--- src/rtl/memory_param_if.sv ---
// -----------------------------------------------------------------------------
// memory_param_if
// Request/response bundle for the memory_param register-file RAM.
//
// Signals
//   activate  block enable; when low, write and read requests are ignored
//   write     write request
//   read      read request
//   addrin    write address   [ADDR_WIDTH]
//   addrout   read address    [ADDR_WIDTH]
//   datain    write data      [DATA_WIDTH]
//   dataout   registered read data [DATA_WIDTH]
//   valid     dataout carries the result of a read accepted on the previous edge
//   error     the access accepted on the previous edge was illegal
//
// Modports
//   master  requester side (drives requests, observes responses)
//   slave   memory side (observes requests, drives responses)
// -----------------------------------------------------------------------------
interface memory_param_if #(
   parameter int DATA_WIDTH = 8,
   parameter int ADDR_WIDTH = 4
);
   logic                  activate;
   logic                  write;
   logic                  read;
   logic [ADDR_WIDTH-1:0] addrin;
   logic [ADDR_WIDTH-1:0] addrout;
   logic [DATA_WIDTH-1:0] datain;
   logic [DATA_WIDTH-1:0] dataout;
   logic                  valid;
   logic                  error;

   modport master (
      output activate,
      output write,
      output read,
      output addrin,
      output addrout,
      output datain,
      input  dataout,
      input  valid,
      input  error
   );

   modport slave (
      input  activate,
      input  write,
      input  read,
      input  addrin,
      input  addrout,
      input  datain,
      output dataout,
      output valid,
      output error
   );
endinterface

--- src/rtl/memory_param.sv ---
// -----------------------------------------------------------------------------
// memory_param
// Flip-flop based register-file RAM: one write port, one read port, one clock.
// Contents, read data and status flags are all cleared by the asynchronous
// active-low reset.
//
// Parameters
//   DATA_WIDTH   bits per word
//   ADDR_WIDTH   address bus width
//   DEPTH        implemented words, 1 <= DEPTH <= 2**ADDR_WIDTH;
//                addresses >= DEPTH are illegal
//   WRITE_FIRST  same-address read/write on one edge: 1 = read sees the new
//                datain, 0 = read sees the old contents
//
// Ports
//   clk    rising-edge clock
//   reset  asynchronous, active-low reset
//   bus    memory_param_if.slave (activate/write/read/addrin/addrout/datain in,
//          dataout/valid/error out, all outputs registered)
// -----------------------------------------------------------------------------
module memory_param #(
   parameter int DATA_WIDTH  = 8,
   parameter int ADDR_WIDTH  = 4,
   parameter int DEPTH       = 16,
   parameter int WRITE_FIRST = 1
) (
   input  logic           clk,
   input  logic           reset,
   memory_param_if.slave  bus
);

   // One bit wider than the address so DEPTH == 2**ADDR_WIDTH is representable.
   localparam logic [ADDR_WIDTH:0] DEPTH_LIM = (ADDR_WIDTH + 1)'(DEPTH);
   localparam bit                  WF_MODE   = (WRITE_FIRST != 0);

   // An address is legal when it falls inside the implemented words.
   function automatic logic addr_legal(input logic [ADDR_WIDTH-1:0] addr);
      return ({1'b0, addr} < DEPTH_LIM);
   endfunction

   logic [DATA_WIDTH-1:0] mem_r [DEPTH];
   logic [DATA_WIDTH-1:0] dataout_r;
   logic                  valid_r;
   logic                  error_r;

   logic                  we_s;
   logic                  re_s;
   logic                  wr_legal_s;
   logic                  rd_legal_s;
   logic                  same_addr_s;
   logic                  err_next_s;
   logic [DATA_WIDTH-1:0] rd_word_s;
   logic [DATA_WIDTH-1:0] rd_next_s;

   assign we_s        = bus.activate & bus.write;
   assign re_s        = bus.activate & bus.read;
   assign wr_legal_s  = addr_legal(bus.addrin);
   assign rd_legal_s  = addr_legal(bus.addrout);
   assign same_addr_s = (bus.addrin == bus.addrout);

   // Error covers both ports; an illegal write alone still flags.
   assign err_next_s  = (we_s & ~wr_legal_s) | (re_s & ~rd_legal_s);

   // Read mux as an AND-OR over one-hot address matches; illegal addresses
   // match no word and so yield zero.
   always_comb begin
      rd_word_s = {DATA_WIDTH{1'b0}};
      for (int i = 0; i < DEPTH; i++) begin
         rd_word_s = rd_word_s
                   | (mem_r[i] & {DATA_WIDTH{bus.addrout == ADDR_WIDTH'(i)}});
      end
   end

   // Select the value captured into dataout, including write-first bypass.
   always_comb begin
      rd_next_s = {DATA_WIDTH{1'b0}};
      if (!rd_legal_s) begin
         rd_next_s = {DATA_WIDTH{1'b0}};
      end else if (WF_MODE && we_s && same_addr_s) begin
         rd_next_s = bus.datain;
      end else begin
         rd_next_s = rd_word_s;
      end
   end

   // Storage array: cleared by reset, written only at legal addresses.
   always_ff @(posedge clk or negedge reset) begin
      if (!reset) begin
         for (int i = 0; i < DEPTH; i++) begin
            mem_r[i] <= {DATA_WIDTH{1'b0}};
         end
      end else begin
         for (int i = 0; i < DEPTH; i++) begin
            if (we_s && (bus.addrin == ADDR_WIDTH'(i))) begin
               mem_r[i] <= bus.datain;
            end
         end
      end
   end

   // Registered read response and status; dataout holds when no read occurs.
   always_ff @(posedge clk or negedge reset) begin
      if (!reset) begin
         dataout_r <= {DATA_WIDTH{1'b0}};
         valid_r   <= 1'b0;
         error_r   <= 1'b0;
      end else begin
         valid_r <= re_s;
         error_r <= err_next_s;
         if (re_s) begin
            dataout_r <= rd_next_s;
         end
      end
   end

   assign bus.dataout = dataout_r;
   assign bus.valid   = valid_r;
   assign bus.error   = error_r;

endmodule

--- src/flat_wrapper.sv ---
// flat-port wrapper written by rule: the top's interface ports become plain ports
module memory_param_flat 
#(
   parameter int DATA_WIDTH  = 8,
   parameter int ADDR_WIDTH  = 4,
   parameter int DEPTH       = 16,
   parameter int WRITE_FIRST = 1
)
  (clk, reset, bus_activate, bus_write, bus_read, bus_addrin, bus_addrout, bus_datain, bus_dataout, bus_valid, bus_error);
  memory_param_if #(.DATA_WIDTH(DATA_WIDTH), .ADDR_WIDTH(ADDR_WIDTH)) bus_i ();
  input  logic clk;
  input  logic reset;
  input wire logic [$bits(bus_i.activate)-1:0] bus_activate;
  input wire logic [$bits(bus_i.write)-1:0] bus_write;
  input wire logic [$bits(bus_i.read)-1:0] bus_read;
  input wire logic [$bits(bus_i.addrin)-1:0] bus_addrin;
  input wire logic [$bits(bus_i.addrout)-1:0] bus_addrout;
  input wire logic [$bits(bus_i.datain)-1:0] bus_datain;
  output wire logic [$bits(bus_i.dataout)-1:0] bus_dataout;
  output wire logic [$bits(bus_i.valid)-1:0] bus_valid;
  output wire logic [$bits(bus_i.error)-1:0] bus_error;
  assign bus_i.activate = bus_activate;
  assign bus_i.write = bus_write;
  assign bus_i.read = bus_read;
  assign bus_i.addrin = bus_addrin;
  assign bus_i.addrout = bus_addrout;
  assign bus_i.datain = bus_datain;
  assign bus_dataout = bus_i.dataout;
  assign bus_valid = bus_i.valid;
  assign bus_error = bus_i.error;
  memory_param #(.DATA_WIDTH(DATA_WIDTH), .ADDR_WIDTH(ADDR_WIDTH), .DEPTH(DEPTH), .WRITE_FIRST(WRITE_FIRST)) u_core (.clk(clk), .reset(reset), .bus(bus_i));
endmodule
--- config.mk ---
export PLATFORM = sky130hd
export DESIGN_NAME = memory_param_flat
export DESIGN_NICKNAME = d
export VERILOG_FILES = /design/src/rtl/memory_param_if.sv /design/src/rtl/memory_param.sv /design/src/flat_wrapper.sv
export SDC_FILE = /design/constraint.sdc
export NUM_CORES = 1
export LEC_CHECK = 0
export ABC_CLOCK_PERIOD_IN_PS = 4100
export CORE_MARGIN = 4
export CORE_UTILIZATION = 35
export DETAILED_ROUTE_END_ITERATION = 12
export PLACE_DENSITY = 0.54
export SETUP_SLACK_MARGIN = 0.1
export SYNTH_ARGS = -nofsm -noshare
export SYNTH_HDL_FRONTEND = slang
export SYNTH_SLANG_ARGS = --single-unit
--- constraint.sdc ---
create_clock -name clk -period 4.1 [get_ports clk]
set_input_delay 0.82 -clock clk [delete_from_list [all_inputs] [get_ports clk]]
set_output_delay 0.82 -clock clk [all_outputs]
set_load 0.01 [all_outputs]
==> flow_summary.ini, run 1 <==
[cts]
clockBufferDepth = 2
clk_latency_ns = 0.42
clock-sinks = 137
htree_num_levels = 4
numCtsBuffers = 17
hold_buffers = 0
cts.clk_slew.worst_paths_ns = 0.06
cts_tree = built
cts_setup_buffers = 0
root_buffer = clkbuf_16
ctsResizeCount = 0

[worst_setup_path]
r2r-end = u_core.bus.dataout[2]$_DFFE_PN0P_
crit_required_ns = 4.44
cp.arrival_ns = 3.23
reg2reg_setup_slack_ns = 2.51
crit_fanout = 17
cp-end-kind = register
rr_worst_depth = 5
cp-start-kind = input port
critical_path_class = input port to register
worstReg2RegStart = u_core.mem_r[26]$_DFFE_PN0P_

[detailed_routing]
ant_nets = 0
drtIter0Drc = 322
drc = 0
routed_wl_um = 18100
wl_per_cell_um = 23.3
firstDrtPassIters = 5
via_count = 4398
via_per_inst = 5.66

[grt]
gr-total-overflow = 0
globalRouteTotalUtil_pct = 18.4
grt_pass1_vias = 4687
antenna_found_initial = 0
grt_pass1_wl_um = 28400
grt_max_degree = 103

[logic_synthesis]
ys_seq_elements = 137
synth_nets = 532
synth_xor_area_share_pct = 0.535
yosysTopAreaCellShare_pct = 52.3
ys_types = 60
synth-edff-count = 0
synth_top_family_by_area = multiplexers
synth_warnings = 0
synth_ff_type = dfrtp_1
async_reset_ff_share_pct = 100
synthAdderAreaFrac_pct = 0
ys_seq_area_share_pct = 52.3
ys_top_cells_by_count = 143 x mux2_2, 137 x dfrtp_1, 24 x nand2_1
synth_area_per_cell_um2 = 12.8
synth_top_cell_by_area = dfrtp_1
yosysMostFrequentCell = mux2_2
yosys.area_share.simple_pct = 8.50
synthMuxAreaShare_pct = 26.1
synth-compound-area-share_pct = 9.39
synth_cells = 511
synth.area.top_cells = dfrtp_1 52%, mux2_2 25%, a22oi_1 2.2%
synth_area_um2 = 6550

[power]
leakagePower_uw = 0.00324
ir_drop_v = 0.000250
power_frac_seq_pct = 44.8
p_per_area_nw_per_um2 = 515
swShare_pct = 25.1
internal-power_uw = 2950
clockPowerShare_pct = 40.1
power.switching_uw = 989
p_comb_share_pct = 15.1

[sta]
tns_ns = 0
fmax_ghz = 0.346
finalMaxSlewViolations = 0
layout_min_cycle_time_ns = 2.89
tightest_slew_ns = 0.962
finClkSkew_ns = 0.00564
min_period_over_period_pct = 70.6
rsz0062_at_grt = no
relSlewSlack_pct = 35.9
setup_viol = 0
hold_viol_final = 0

[die]
die_w_um = 145
die_h_um = 145
initial_utilization_pct = 36.0
pin_count = 31
fp.coreArea_um2 = 18200
die-area_um2 = 21000
row_count = 49

[final_layout]
antenna_cells = 0
synthToLayoutAreaGrowth_pct = 16.5
register_area_um2 = 3430
layout.nets = 556
fin_util_pct = 41.9
fillers = 1673
multi_input_area_um2 = 2920
drive_gt1_share_pct = 38.0

[placement]
post-dp-hpwl_um = 12400
port_buffers = 29
gp_congestion = 0.928

[run]
maxCapViolCount = 0

[worst_hold_path]
min_from = u_core.mem_r[123]$_DFFE_PN0P_
holdPathStages = 1
hp-class = register to register
hold-path-endpoint = u_core.mem_r[123]$_DFFE_PN0P_

[run_status]
status = completed
[critical path, cell delays in order]
cell	delay, ns
clkdlybuf4s50_1	0.62
buf_4	0.31
nor2b_1	0.60
a32oi_1	0.25
o22ai_1	0.31
nor4_1	0.10
o21ai_0	0.19
[sequential cells by signal, indices dropped and copies added (netlist names)]
signal              flops
u_core.bus.dataout      8
u_core.bus.valid        1
u_core.mem_r          128
[per-stage QoR]
step                setup WS (ns)  instances  hold slack, ns  area, um2  power (uW)
floorplan                    1.96        511           0.471       6550        2140
global placement            0.781        745           0.483       7020        2360
detailed placement          0.798        745           0.490       7020        2380
CTS                          1.24        777           0.506       7630        3970
global route                 1.06        777           0.517       7630        4110
finish                       1.21        777           0.503       7630        3930
[kinds of logic (layout without fill, tap and decap cells)]
family / after synthesis / after routing
AND/OR/NAND/NOR: 101 / 101
other: 1 / 1
AO/OA/AOI/OAI: 81 / 81
flip-flops: 137 / 137
multiplexers: 149 / 149
XOR/XNOR: 4 / 4
buffers and inverters: 38 / 75
[cells in the final DEF (no fill, tap or decap), types with 4 or more instances in the layout]
cell / Yosys / routed
nand3_1: 11 / 11
a32oi_1: 11 / 11
nor3b_1: 5 / 5
dfrtp_1: 137 / 137
buf_4: 5 / 11
a221oi_1: 4 / 4
nand2b_1: 5 / 5
a21oi_1: 7 / 7
nor2b_1: 7 / 7
mux2_2: 143 / 143
nand2_1: 24 / 24
nor2_2: 9 / 9
clkdlybuf4s50_1: 0 / 27
clkbuf_16: 0 / 17
nor2_1: 13 / 13
o22ai_1: 4 / 4
a22o_1: 4 / 4
o21ai_0: 10 / 10
a22oi_1: 19 / 19
nor3_1: 7 / 7
[layout make-up]
class	instances	share of cell area, %
Clock inverter	11	1.90
Clock buffer	21	6.16
Timing Repair Buffer	40	4.83
Inverter	3	0.147
Sequential cell	137	44.9
Multi-Input combinational cell	336	38.3
Tap cell	229	3.75
[power by group through the flow]
stage | clock network [uW] | logic, uW | registers (uW)
2_1_floorplan | 0 | 408 | 1730
3_3_place_gp | 0 | 583 | 1780
3_5_place_dp | 0 | 598 | 1780
4_1_cts | 1610 | 599 | 1760
5_1_grt | 1670 | 653 | 1790
6_report | 1580 | 593 | 1760
[metal layers]
layer	up-vias	track usage (%)	routed length (um)	part of all wire (%)
met5	-	0	0	0
met4	0	7.31	497	2.7
met3	30	4.73	1030	5.7
met2	124	28.3	8380	46
met1	2290	24.9	8180	45
li1	1954	-	-	-
[worst max-delay path by stage]
stage                         startpoint                                end  depth (start not counted)
after global placement    bus_addrout[0]  u_core.bus.dataout[2]$_DFFE_PN0P_                          7
final                     bus_addrout[0]  u_core.bus.dataout[2]$_DFFE_PN0P_                          7
after detailed placement  bus_addrout[0]  u_core.bus.dataout[2]$_DFFE_PN0P_                          7
after floorplan           bus_addrout[1]  u_core.bus.dataout[7]$_DFFE_PN0P_                          5
after CTS                 bus_addrout[0]  u_core.bus.dataout[2]$_DFFE_PN0P_                          7
after global routing      bus_addrout[0]  u_core.bus.dataout[2]$_DFFE_PN0P_                          7
Power figures use the tool's default switching activity.
==> run 2: changes to the inputs <==
--- a/config.mk
+++ b/config.mk
@@ -5,7 +5,7 @@
 export SDC_FILE = /design/constraint.sdc
 export NUM_CORES = 1
 export LEC_CHECK = 0
-export ABC_CLOCK_PERIOD_IN_PS = 4100
+export ABC_CLOCK_PERIOD_IN_PS = 3000
 export CORE_MARGIN = 4
 export CORE_UTILIZATION = 35
 export DETAILED_ROUTE_END_ITERATION = 12
==> constraint.sdc (replaced) <==
create_clock -name clk -period 3 [get_ports clk]
set_input_delay 0.6 -clock clk [delete_from_list [all_inputs] [get_ports clk]]
set_output_delay 0.6 -clock clk [all_outputs]
set_load 0.01 [all_outputs]
==> run 2 against run 1 <==
  * Register-to-register slack worse by 1.2 ns
  * Sequential share of layout area down 0.83 points
  * Critical path type unchanged
  * Via count up 1.0%
  * Wire length up 0.83%
==> flow_summary.ini, run 2 (same netlist as run 1, synthesis figures left out) <==
[sta]
tightest_slew_ns = 0.873
relSlewSlack_pct = 41.6
layout_min_cycle_time_ns = 2.33
setup_slack_ns = 0.673
setup_viol = 0
tns_ns = 0
finClkSkew_ns = 0.00638
finalMaxSlewViolations = 0
rsz0062_at_grt = no
hold_viol_final = 0
fmax_ghz = 0.430
min_period_over_period_pct = 77.6

[final_layout]
fin_util_pct = 42.7
largest_register = u_core.mem_r
layout.nets = 573
drive_gt1_share_pct = 40.0
synthToLayoutAreaGrowth_pct = 18.7
final_cell_mix = 143 x mux2_2, 137 x dfrtp_1, 27 x clkdlybuf4s50_1
antenna_cells = 0
final_common_cell = mux2_2
largest_reg_flops = 128

[worst_setup_path]
crit_family = buffers and inverters
cp.arrival_ns = 2.67
path_buf_inv = 2
cp-start-kind = input port
crit_required_ns = 3.34
crit_top_cell = o21ai_0
crit_fanout = 12
slowest_delay_ns = 0.81
critical_path_class = input port to register
cp-end-kind = register
cpMaxStageDelayCell = clkdlybuf4s50_1
path_cells = clkdlybuf4s50_1 -> buf_4 -> nor3b_1 -> a32oi_1 -> o21ai_0 -> nor4_1 -> o21ai_0

[die]
pin_count = 31
fp.coreArea_um2 = 18200
die_w_um = 145
die_h_um = 145
initial_utilization_pct = 36.0
row_count = 49
die-area_um2 = 21000

[detailed_routing]
firstDrtPassIters = 5
drtIter0Drc = 375
via_count = 4442
ant_nets = 0
drc = 0
wl_per_cell_um = 23.0
routed_wl_um = 18200
via_per_inst = 5.59

[placement]
pre_cts_ws_ns = 0.258
port_buffers = 29
gp_congestion = 0.847
post-dp-hpwl_um = 12600

[cts]
ctsResizeCount = 0
cts.clk_slew.worst_paths_ns = 0.06
htree_num_levels = 4
root_buffer = clkbuf_16
numCtsBuffers = 17
cts_setup_buffers = 0
clock-sinks = 137
cts_tree = built
hold_buffers = 0
clockBufferDepth = 2
clk_latency_ns = 0.42

[power]
power.switching_uw = 1420
ir_drop_v = 0.000401
p_per_area_nw_per_um2 = 684
p_comb_share_pct = 15.5
p_total_uw = 5320
internal-power_uw = 3910
clockPowerShare_pct = 39.3
swShare_pct = 26.6
leakagePower_uw = 0.00332
power_frac_seq_pct = 45.1

[grt]
grt_max_degree = 57
gr-total-overflow = 0
grt_pass1_wl_um = 28700
antenna_found_initial = 0
globalRouteTotalUtil_pct = 18.6
grt_pass1_vias = 4735

[run_status]
status = completed

[worst_hold_path]
hp-class = input port to asynchronous set/reset pin

[run]
maxCapViolCount = 0
run 2: cell types whose count changed in the layout (fill, tap and decap cells not counted), sizes merged:
cell	before	now
buf	13	30
bufinv	3	2
clkbuf	21	17
clkinv	6	5
inv	2	7
clkinvlp	3	4
run 2: final cells by class:
cell class | instances | area [um2]
Clock inverter | 15 | 169
Inverter | 3 | 11.3
Clock buffer | 17 | 425
Multi-Input combinational cell | 336 | 2920
Sequential cell | 137 | 3430
Timing Repair Buffer | 57 | 534
Fill cell | 1677 | 10400
Tap cell | 229 | 287
run 2: metrics by stage:
step | std cells | hold WS, ns | instance area [um2]
finish | 794 | 0.147 | 7780
global route | 794 | 0.179 | 7780
CTS | 794 | 0.155 | 7780
detailed placement | 762 | 0.485 | 7180
global placement | 762 | 0.478 | 7180
floorplan | 511 | 0.304 | 6550
run 2: per-layer routing:
metal	wire length (um)	share of wire, %	vias up	GRT usage, %
li1	-	-	1994	-
met1	8480	46	2299	25.7
met2	8380	46	126	28.6
met3	987	5.4	23	4.77
met4	393	2.2	0	5.89
met5	0	0	-	0
run 2: power by group through the flow:
stage	Combinational, uW	Clock (uW)	Sequential (uW)
floorplan	558	0	2370
global placement	807	0	2420
detailed placement	832	0	2430
CTS	834	2130	2400
global route	910	2210	2440
finish	827	2090	2400
run 2: path summary, 6_finish.rpt:
| path | from | endpoint | slack (ns) | cells after the start |
|---|---|---|---|---|
| worst max-delay path | bus_addrout[0] | u_core.bus.dataout[4]$_DFFE_PN0P_ | 0.67 | 7 |
| worst min-delay path | reset | u_core.mem_r[89]$_DFFE_PN0P_ | 0.15 | 1 |
| worst max register to register | u_core.mem_r[28]$_DFFE_PN0P_ | u_core.bus.dataout[4]$_DFFE_PN0P_ | 1.31 | 5 |
| worst min register to register | u_core.bus.dataout[2]$_DFFE_PN0P_ | u_core.bus.dataout[2]$_DFFE_PN0P_ | 0.50 | 2 |
| max in group asynchronous | reset | u_core.mem_r[74]$_DFFE_PN0P_ | 2.04 | 2 |
| min in group clk | u_core.bus.dataout[2]$_DFFE_PN0P_ | u_core.bus.dataout[2]$_DFFE_PN0P_ | 0.50 | 2 |
